===== config.mk =====
export PLATFORM = sky130hd
export DESIGN_NAME = mem_wb
export DESIGN_NICKNAME = d
export VERILOG_FILES = /design/src/rtl/mem_wb_pkg.sv /design/src/rtl/mem_wb.sv
export SDC_FILE = /design/constraint.sdc
export NUM_CORES = 1
export LEC_CHECK = 0
export CORE_UTILIZATION = 33
export DETAILED_ROUTE_END_ITERATION = 7
export GPL_TIMING_DRIVEN = 0
export PLACE_DENSITY_LB_ADDON = 0.25
export SYNTH_ARGS = -nofsm -noshare
export SYNTH_HDL_FRONTEND = slang
export SYNTH_SLANG_ARGS = --single-unit

===== constraint.sdc =====
create_clock -name clk -period 0.8 [get_ports clk]
set_clock_uncertainty 0.15 [all_clocks]
set_input_delay 0.08 -clock clk [delete_from_list [all_inputs] [get_ports clk]]
set_output_delay 0.08 -clock clk [all_outputs]
set_load 0.01 [all_outputs]

===== src/rtl/mem_wb_pkg.sv =====
// Shared mcpu constants: control encodings, word/address widths, reset values.
package mem_wb_pkg;

  localparam int WORD_W = 16;
  localparam int REG_ADDR_W = 4;

  localparam logic RST_ENABLE = 1'b1;
  localparam logic RST_DISABLE = 1'b0;
  localparam logic WRITE_ENABLE = 1'b1;
  localparam logic WRITE_DISABLE = 1'b0;

  localparam logic [WORD_W-1:0] ZERO_WORD = '0;
  localparam logic [REG_ADDR_W-1:0] ZERO_REG_ADDR = '0;

endpackage


===== src/rtl/mem_wb.sv =====
// MEM/WB pipeline boundary: registers the register-file write request from
// the memory stage and presents it to write-back one cycle later.
module mem_wb
  import mem_wb_pkg::*;
#(
  parameter int DATA_W = WORD_W,
  parameter int ADDR_W = REG_ADDR_W
) (
  input  logic              clk,
  input  logic              rst,
  input  logic [DATA_W-1:0] mem_wdata,
  input  logic [ADDR_W-1:0] mem_waddr,
  input  logic              mem_we,
  output logic [DATA_W-1:0] wb_wdata,
  output logic [ADDR_W-1:0] wb_waddr,
  output logic              wb_we
);

  // Reset inserts a bubble (write disabled, zeroed fields); otherwise transfer.
  always_ff @(posedge clk) begin
    if (rst == RST_ENABLE) begin
      wb_wdata <= '0;
      wb_waddr <= '0;
      wb_we    <= WRITE_DISABLE;
    end else begin
      wb_wdata <= mem_wdata;
      wb_waddr <= mem_waddr;
      wb_we    <= mem_we;
    end
  end

endmodule


# --- After elaboration in Yosys (flattened, before gate mapping) ---
# Cells that the tools add are included.
word_totals:
  register_bits: 21
  elab_cells: 3
  inputBits: 23
  output_inout_bits: 21

# --- Depth between registers and ports, before layout ---
# Gate-level depths: netlist of run 1.
logic_depth:
  word_depth: 0
  mapped_depth: 2
  ltp_nobuf: 1

# --- Least setup slack after synthesis of run 1 ---
# Ideal clock, no wire load.
synth_path:
  kind: "reg2out"
  startpoint: "reg wb_waddr[0]"
  endpoint: "out wb_waddr[0]"
  stages_incl_launch_ff: 1
  n_path_buf: 0
  arrival_time_ns: 0.331
  t_required_ns: 0.570
  setup_slack_ns: 0.239
  path_cell_list: "dfxtp_1"
synth_rtl:
  columns: ["item", "line_no", "text"]
  rows:
  - ["from (decl)", "mem_wb.sv:15", "output logic [ADDR_W-1:0] wb_waddr,"]
  - ["from (signal assigned)", "mem_wb.sv:27", "wb_waddr <= mem_waddr;"]
# No word-level cell between the ends.

# --- Worst setup path in the final report of run 1 ---
layout_path:
  startpoint: "reg wb_waddr[3]"
  endpoint: "out wb_waddr[3]"
# No word-level cell between the ends.

==> run metrics, run 1 <==
synth top area cells=dfxtp_1, nor2b_2, buf_6; CTS root buffer=clkbuf_4; CP max stage cell=dfxtp_2; via count=465; failing checks=setup timing; Synth Cell Area=624.3 sq um; register area=430.4 sq um; critical path fanouts, max=1; footprint of the multi-input gates=~180 sq um; CP peak stage delay=340 ps; TritonCTS clock tree=done; Area growth syn-to-layout=72.14%; Cells after Synth=44; final hold vios=0; YS warnings=0; Routed Wire Length=1.167 mm; number of flops mapped to enable cells by yosys=0; CTS Sinks=21; Post-CTS Hold Buffers=0; row cnt=15; outcome=finished, violations left; crit share post-route=120.1%; number of global-route vias before repair=433; RSZ-0062 raised after global routing=yes; worst path required time=570 ps; CTS H-tree lvls=1; core area=1745 sq um; hold_ws=29.38 ps; vias per cell=approximately 4; antenna cells=0; largest area contributor in the netlist=dfxtp_1; Slew headroom=88.33%; first-pass GRT wire length=roughly 1.6 mm; post-synthesis sequential area ratio=67.33%; Total GRT Usage=11.35%; flops & latches, synth=21; Least-Margin Pin Slew=roughly 170 ps; Hold WC Path Type=in2reg; Detail Placement HPWL=around 900 microns; GP Congestion=0.6629; routed length per instance=roughly 10 microns; leak pwr=0.4765 nW; Initial Util=35.77%; Worst setup EP type=output pin; Avg Cell Area, Syn=approximately 14 sq um; CTS Buffer Depth=2; placement-stage cell area=1086 sq um; pin count of the biggest net entering global routing=13; Die X=45.50 microns; HP Start=rst; final worst slack=-161.0 ps; I/O Buffers=43; post-synth net total=67; CP Launch Type=flop; Final Critical Period=961.0 ps; design area=approximately 1100 sq um; post-CTS setup buffer count=0; Post-route DRC=0; number of nets in the layout=116; critical path's top delay family=flip-flops; Filler cells=161; count leader, synth=dfxtp_1; first drt pass iteration count=1; total die area=2070 sq um; f_max=1041 MHz; async set-or-reset flop fraction in the synthesized netlist=0%; clock-pin slew on the worst setup and hold paths=110 ps; antenna violations before repair=0; global route overflow=0; antenna viol nets, final=0; final setup violating endpoints=21; maximum vdd drop=between 0.9 and 1 mV; Ports=44; Yosys cell types=4; top cell type's share of synthesized area=about two thirds; crit path DAT=730 ps; fin. max-slew vios=0; Starting DRT DRC Count=0; CP Cell Sequence=buf_6; cts bufs inserted=3; ratio of cells with drive above 1 in the final layout=60.87%; CP Launch Point=wb_waddr[3]; Setup CP Type=reg2out; max_cap viols=0; CP Buf/Inv Count=1; Die Y=45.50 microns; Synth Flop Type=dfxtp_1; Synth top cells by count=dfxtp_1, nor2b_2, buf_6, nor2b_1; power density cells=approximately 1800 nW/um^2
## report_power, final
group	switching [mW]	leakage [nW]	total, mW	internal (mW)
sequential	0.0163	0.177	1.12	1.11
clock	0.288	0.0177	0.474	0.186
combinational	0.0958	0.282	0.299	0.204
total	0.400	0.476	1.89	1.49
## layout make-up
cell class / instances / area share (%)
timing repair buffer: 44 / 35.51
clock inverter: 1 / 0.4657
clock buffer: 3 / 2.095
buffer: 2 / 2.095
sequential: 21 / 40.05
tap: 25 / 2.910
multi-input combinational: 21 / 16.88
## timing repair
| action | 4_1_cts | 5_1_grt |
|---|---|---|
| endpoints found under the hold margin | 0 | 0 |
| pin swaps | 0 | 0 |
| endpoints found under the setup margin | 26 | 21 |
| gates cloned | 1 | 0 |
| resized for setup | 90 | 12 |
## worst paths after layout
| path | cells after the start | endpoint | slack (ps) |
|---|---|---|---|
| max | 1 | wb_waddr[3] | -160 |
| min | 2 | wb_wdata[13] | 30 |
## logic make-up (layout without fill, tap and decap cells)
logic type,Yosys count,after routing,share of synthesized area (%)
flops,21,21,67.33
simple gates,21,21,29.06
buf+inv,2,50,3.607
## registers in the layout (all words and copies together), names as in the netlist
| signal | cells |
|---|---|
| wb_waddr | 4 |
| wb_we | 1 |
| wb_wdata | 16 |
## metrics by stage
step                      instances  setup slack (ps)  power, mW  TNS, ps  util, %
after CTS                       117            -186.2      1.905    -3673    59.00
after detailed placement        112            -322.3      1.469   -11600    62.22
after global placement          112            -315.4      1.462   -11470    62.22
final                           117            -161.0      1.895    -3294    61.58
after global routing            117            -211.8      1.991    -4186    61.58
after floorplan                  44             239.2      1.246        0        -
## cells in the final DEF (no fill, tap or decap)
cell and n:
clkinv_2 1, buf_2 13, dlygate4sd2_1 1, dfxtp_1 13, dfxtp_2 8, buf_6 10
nor2b_1 1, nor2b_2 20, clkbuf_4 3, clkdlybuf4s50_1 21, buf_4 1
## routing by layer
layer | routed length, microns | track usage, % | up-vias
met5 | 0 | 0 | -
met4 | 0 | 5.455 | 0
met3 | 176 | 5.556 | 0
met2 | 515 | 16.57 | 35
met1 | 475 | 13.83 | 204
li1 | - | - | 226
(Power assumes the default switching activity.)
==> run 2: changes to the inputs <==
--- a/config.mk
+++ b/config.mk
@@ -9,6 +9,7 @@
 export DETAILED_ROUTE_END_ITERATION = 7
 export GPL_TIMING_DRIVEN = 0
 export PLACE_DENSITY_LB_ADDON = 0.25
+export SETUP_SLACK_MARGIN = 0.2
 export SYNTH_ARGS = -nofsm -noshare
 export SYNTH_HDL_FRONTEND = slang
 export SYNTH_SLANG_ARGS = --single-unit
==> run 2 against run 1 <==
  * The flow still finishes with violations (setup timing)
  * Routed wire length rose by 1.8%
  * Combinational power barely moved
  * Via count did not move
  * Non-clock buffer count did not move
  * Sequential cell count did not move
  * First-iteration DRC count did not move
  * Clock-buffer cell count did not move
  * Critical path type unchanged
  * Largest cell class unchanged
  * Highest routed layer unchanged
==> run metrics, run 2 (synthesized netlist as in run 1, its figures left out) <==
cts bufs inserted=3; max layer used=met3; most frequent cells in the layout=clkdlybuf4s50_1, nor2b_2, buf_2, dfxtp_1, buf_6; Switching Fraction=a little over a fifth; CP Cell Sequence=buf_6; hold path cells=2; met1 wire length=487 microns; Slew headroom=about 87%; row cnt=15; Worst setup EP type=output pin; ratio of cells with drive above 1 in the final layout=60.87%; register area=430.4 sq um; leak pwr=0.4765 nW; HP Start=rst; CTS H-tree lvls=1; largest reg by FF count=wb_wdata; final setup violating endpoints=21; outcome=finished, violations left; Comb power frac=roughly 16%; Starting DRT DRC Count=0; GP Congestion=0.6629; max_cap viols=0; WHS Endpoint=wb_wdata[13]; RSZ-0062 raised after global routing=yes; Post-route DRC=0; fin util=61.58%; CP Buf/Inv Count=1; vias per cell=between 3 and 4; WL met2=524 microns; antenna violations before repair=0; clock network fraction of design power=about a quarter; Total GRT Usage=11.43%; critical path fanouts, max=1; CTS Sinks=21; crit path DAT=between 700 and 800 ps; Filler cells=163; Area growth syn-to-layout=72.14%; final hold vios=0; Final Critical Period=961.1 ps; TritonCTS clock tree=done; Initial Util=around 36%; CTS Buffer Depth=2; Hold WC Path Type=in2reg; Reg power frac=59.2%; antenna cells=0; pin count of the biggest net entering global routing=13; worst path required time=570 ps; total die area=2070 sq um; Routed Wire Length=1.188 mm; total power=1.895 mW; f_max=between 1000 and 1500 MHz; failing checks=setup timing; CP peak stage delay=between 300 and 400 ps; Top Registers=wb_wdata (16), wb_waddr (4), wb_we (1); number of global-route vias before repair=roughly 430; core area=approximately 1700 sq um; crit share post-route=120.1%; antenna viol nets, final=0; first-pass GRT wire length=1.642 mm; via count=465; Net Switching=0.4009 mW; leading cell type in the layout, fill and taps excluded=clkdlybuf4s50_1; Detail Placement HPWL=892.3 microns; Setup CP Type=reg2out; routed length per instance=10.15 microns; Internal=1.494 mW; CTS root buffer=clkbuf_4; CP max stage cell=dfxtp_2; placement-stage cell area=1086 sq um; clock-pin slew on the worst setup and hold paths=110 ps; Least-Margin Pin Slew=193.7 ps; max FFs per register=16; first drt pass iteration count=1; DR WL met3=~180 microns; fin. max-slew vios=0; Die X=45.50 microns; number of nets in the layout=~120; critical path's top delay family=flip-flops; global route overflow=0; maximum vdd drop=0.9543 mV; CP Launch Type=flop; post-CTS setup buffer count=0; Ports=44; I/O Buffers=43; Die Y=45.50 microns; power density cells=~1800 nW/um^2; design area=1075 sq um; footprint of the multi-input gates=181.4 sq um; final worst slack=-161.1 ps
-- run 2: cell counts in the layout (fill, tap and decap cells not counted) --
Identical to the previous run, type by type.
-- run 2: how the worst max path moves through the flow --
| stage | startpoint | end | slack, ps | cells after the start |
|---|---|---|---|---|
| floorplan | wb_waddr[0] | wb_waddr[0] | 240 | 0 |
| global placement | rst | wb_wdata[12] | -320 | 3 |
| detailed placement | rst | wb_wdata[10] | -320 | 3 |
| CTS | wb_wdata[6] | wb_wdata[6] | -190 | 1 |
| global route | wb_wdata[13] | wb_wdata[13] | -210 | 1 |
| finish | wb_waddr[3] | wb_waddr[3] | -160 | 1 |
-- run 2: area by class of cell --
| class | count | share of cell area, % |
|---|---|---|
| plain buffers | 2 | 2.095 |
| clock buffers | 3 | 2.095 |
| clock inverters | 1 | 0.4657 |
| multi-input cells | 21 | 16.88 |
| flip-flops and latches | 21 | 40.05 |
| well taps | 25 | 2.910 |
| repair buffers | 44 | 35.51 |
-- run 2: power by group through the flow --
stage / clock network (mW) / registers [mW] / logic, mW
3_3_place_gp: 0 / 1.14 / 0.325
5_1_grt: 0.545 / 1.13 / 0.320
6_report: 0.474 / 1.12 / 0.300
4_1_cts: 0.503 / 1.12 / 0.285
2_1_floorplan: 0 / 1.17 / 0.0767
3_5_place_dp: 0 / 1.14 / 0.329
-- run 2: repair_timing --
item | 4_1_cts | 5_1_grt
gates resized for setup | 89 | 14
endpoints found under the setup margin | 42 | 26
pin swaps | 0 | 0
gates cloned | 1 | 0
endpoints found under the hold margin | 0 | 0
hold buffers | 0 | 0
-- run 2: metrics by stage --
stage	std cells	worst slack, ps	hold slack, ps	TNS (ps)
CTS	117	-186.2	13.38	-3673
floorplan	44	239.2	1.611	0
detailed placement	112	-322.3	503.6	-11600
finish	117	-161.1	44.89	-3295
global route	117	-211.8	37.38	-4186
global placement	112	-315.4	494.7	-11470
-- run 2: per-layer routing --
metal,vias to the layer above,track usage [%]
li1,226,-
met1,204,14.07
met2,35,16.57
met3,0,5.556
met4,0,5.455
met5,-,0
==> run 3: changes to the inputs <==
--- a/config.mk
+++ b/config.mk
@@ -5,6 +5,7 @@
 export SDC_FILE = /design/constraint.sdc
 export NUM_CORES = 1
 export LEC_CHECK = 0
+export CORE_ASPECT_RATIO = 1.25
 export CORE_UTILIZATION = 33
 export DETAILED_ROUTE_END_ITERATION = 7
 export GPL_TIMING_DRIVEN = 0
==> run 3 against run 2 <==
  * The flow still finishes with violations (setup timing)
  * Cell count decreased by 5.1%
  * First-iteration DRC count grew 1
  * Via count fell by 1.7%
  * Clock power rose by 1%
  * Global-route usage increased by 0.12 points
  * Sequential cell count unchanged
  * Non-clock buffer count stayed put
  * Setup slack better by 2.0 ps
  * Clock-buffer cell count is 1 higher
  * Combinational power shrank 3%
  * Sequential share of layout area is 0.67 points higher
  * Routed wire length fell by 5.0%
  * Critical endpoint is now wb_wdata[2]
==> run metrics, run 3 (synthesized netlist as in run 1, its figures left out) <==
total power=1.891 mW; f_max=1043 MHz; CP Buf/Inv Count=1; crit path DAT=730 ps; Initial Util=35.37%; antenna viol nets, final=0; ratio of cells with drive above 1 in the final layout=57.61%; met1 wire length=384 microns; final setup violating endpoints=21; number of global-route vias before repair=437; CP max stage cell=dfxtp_2; number of nets in the layout=about 120; final worst slack=-159.2 ps; CTS Buffer Depth=2; DR WL met3=149 microns; Hold WC Path Type=in2reg; fin util=59.53%; vias per cell=about 4.1; critical path's top delay family=flip-flops; Routed Wire Length=approximately 1.1 mm; I/O Buffers=43; leading cell type in the layout, fill and taps excluded=clkdlybuf4s50_1; Top Registers=wb_wdata (16), wb_waddr (4), wb_we (1); Post-route DRC=0; Worst setup EP type=output pin; max_cap viols=0; core area=1765 sq um; clock-pin slew on the worst setup and hold paths=110 ps; most frequent cells in the layout=clkdlybuf4s50_1, nor2b_2, buf_2, dfxtp_1, buf_6; worst path required time=570 ps; pin count of the biggest net entering global routing=12; Total GRT Usage=between 10 and 15%; CP peak stage delay=330 ps; Die X=40.91 microns; maximum vdd drop=0.9333 mV; max FFs per register=16; largest reg by FF count=wb_wdata; Ports=44; Detail Placement HPWL=865.5 microns; routed length per instance=a little over 10 microns; CP Launch Type=flop; max layer used=met3; via count=457; RSZ-0062 raised after global routing=yes; antenna cells=0; Slew headroom=87.01%; critical path fanouts, max=1; cts bufs inserted=3; GP Congestion=0.6127; Final Critical Period=around 960 ps; CTS Sinks=21; Starting DRT DRC Count=1; WL met2=slightly below 600 microns; Die Y=50.63 microns; Post-CTS Hold Buffers=0; first-pass GRT wire length=1.649 mm; TritonCTS clock tree=done; row cnt=17; first drt pass iteration count=2; CP Cell Sequence=buf_6; antenna violations before repair=0; Least-Margin Pin Slew=between 150 and 200 ps; CTS H-tree lvls=1; crit share post-route=119.9%; outcome=finished, violations left; failing checks=setup timing; CTS root buffer=clkbuf_4; fin. max-slew vios=0; Setup CP Type=reg2out; global route overflow=0; power density cells=1799 nW/um^2; leak pwr=0.4706 nW; total die area=2071 sq um; final hold vios=0; Area growth syn-to-layout=68.34%
run 3: area by class of cell:
type / instances / area (sq um)
Multi-Input combinational cell: 21 / 181.4
Tap cell: 19 / 23.77
Sequential cell: 21 / 427.9
Timing Repair Buffer: 44 / 369.1
Buffer: 2 / 22.52
Clock buffer: 4 / 26.28
Fill cell: 162 / 714.4
run 3: power by group:
part	leakage (nW)	internal, mW	switching [mW]
registers	0.177	1.10	0.0139
clock network	0.0150	0.194	0.287
logic	0.279	0.198	0.0948
total	0.471	1.49	0.396
run 3: path summary, 6_finish.rpt:
kind	start	end	slack [ps]	depth (start not counted)
worst max-delay path	wb_wdata[2]	wb_wdata[2]	-160	1
worst min-delay path	rst	wb_wdata[13]	40	2
run 3: repair_timing:
item                                    in CTS  in global routing
endpoints found under the setup margin      42                 21
pin swaps                                    0                  0
cloned                                       1                  0
setup buffers                                0                  0
gates resized for setup                     88                 10
run 3: per-layer routing:
metal / track usage (%) / vias up
met1: 12.26 / 200
li1: - / 226
met4: 3.333 / 0
met2: 20.31 / 31
met3: 3.540 / 0
met5: 0 / -
run 3: through the flow:
| stage | area, sq um | instances | hold slack (ps) | setup TNS (ps) | setup slack [ps] |
|---|---|---|---|---|---|
| 2_1_floorplan | 624.3 | 44 | 1.611 | 0 | 239.2 |
| 3_3_place_gp | 1079 | 106 | 491.7 | -11380 | -313.0 |
| 3_5_place_dp | 1079 | 106 | 496.6 | -11620 | -327.0 |
| 4_1_cts | 1013 | 111 | 22.35 | -3601 | -180.5 |
| 5_1_grt | 1051 | 111 | 46.82 | -4088 | -204.4 |
| 6_report | 1051 | 111 | 42.44 | -3251 | -159.2 |
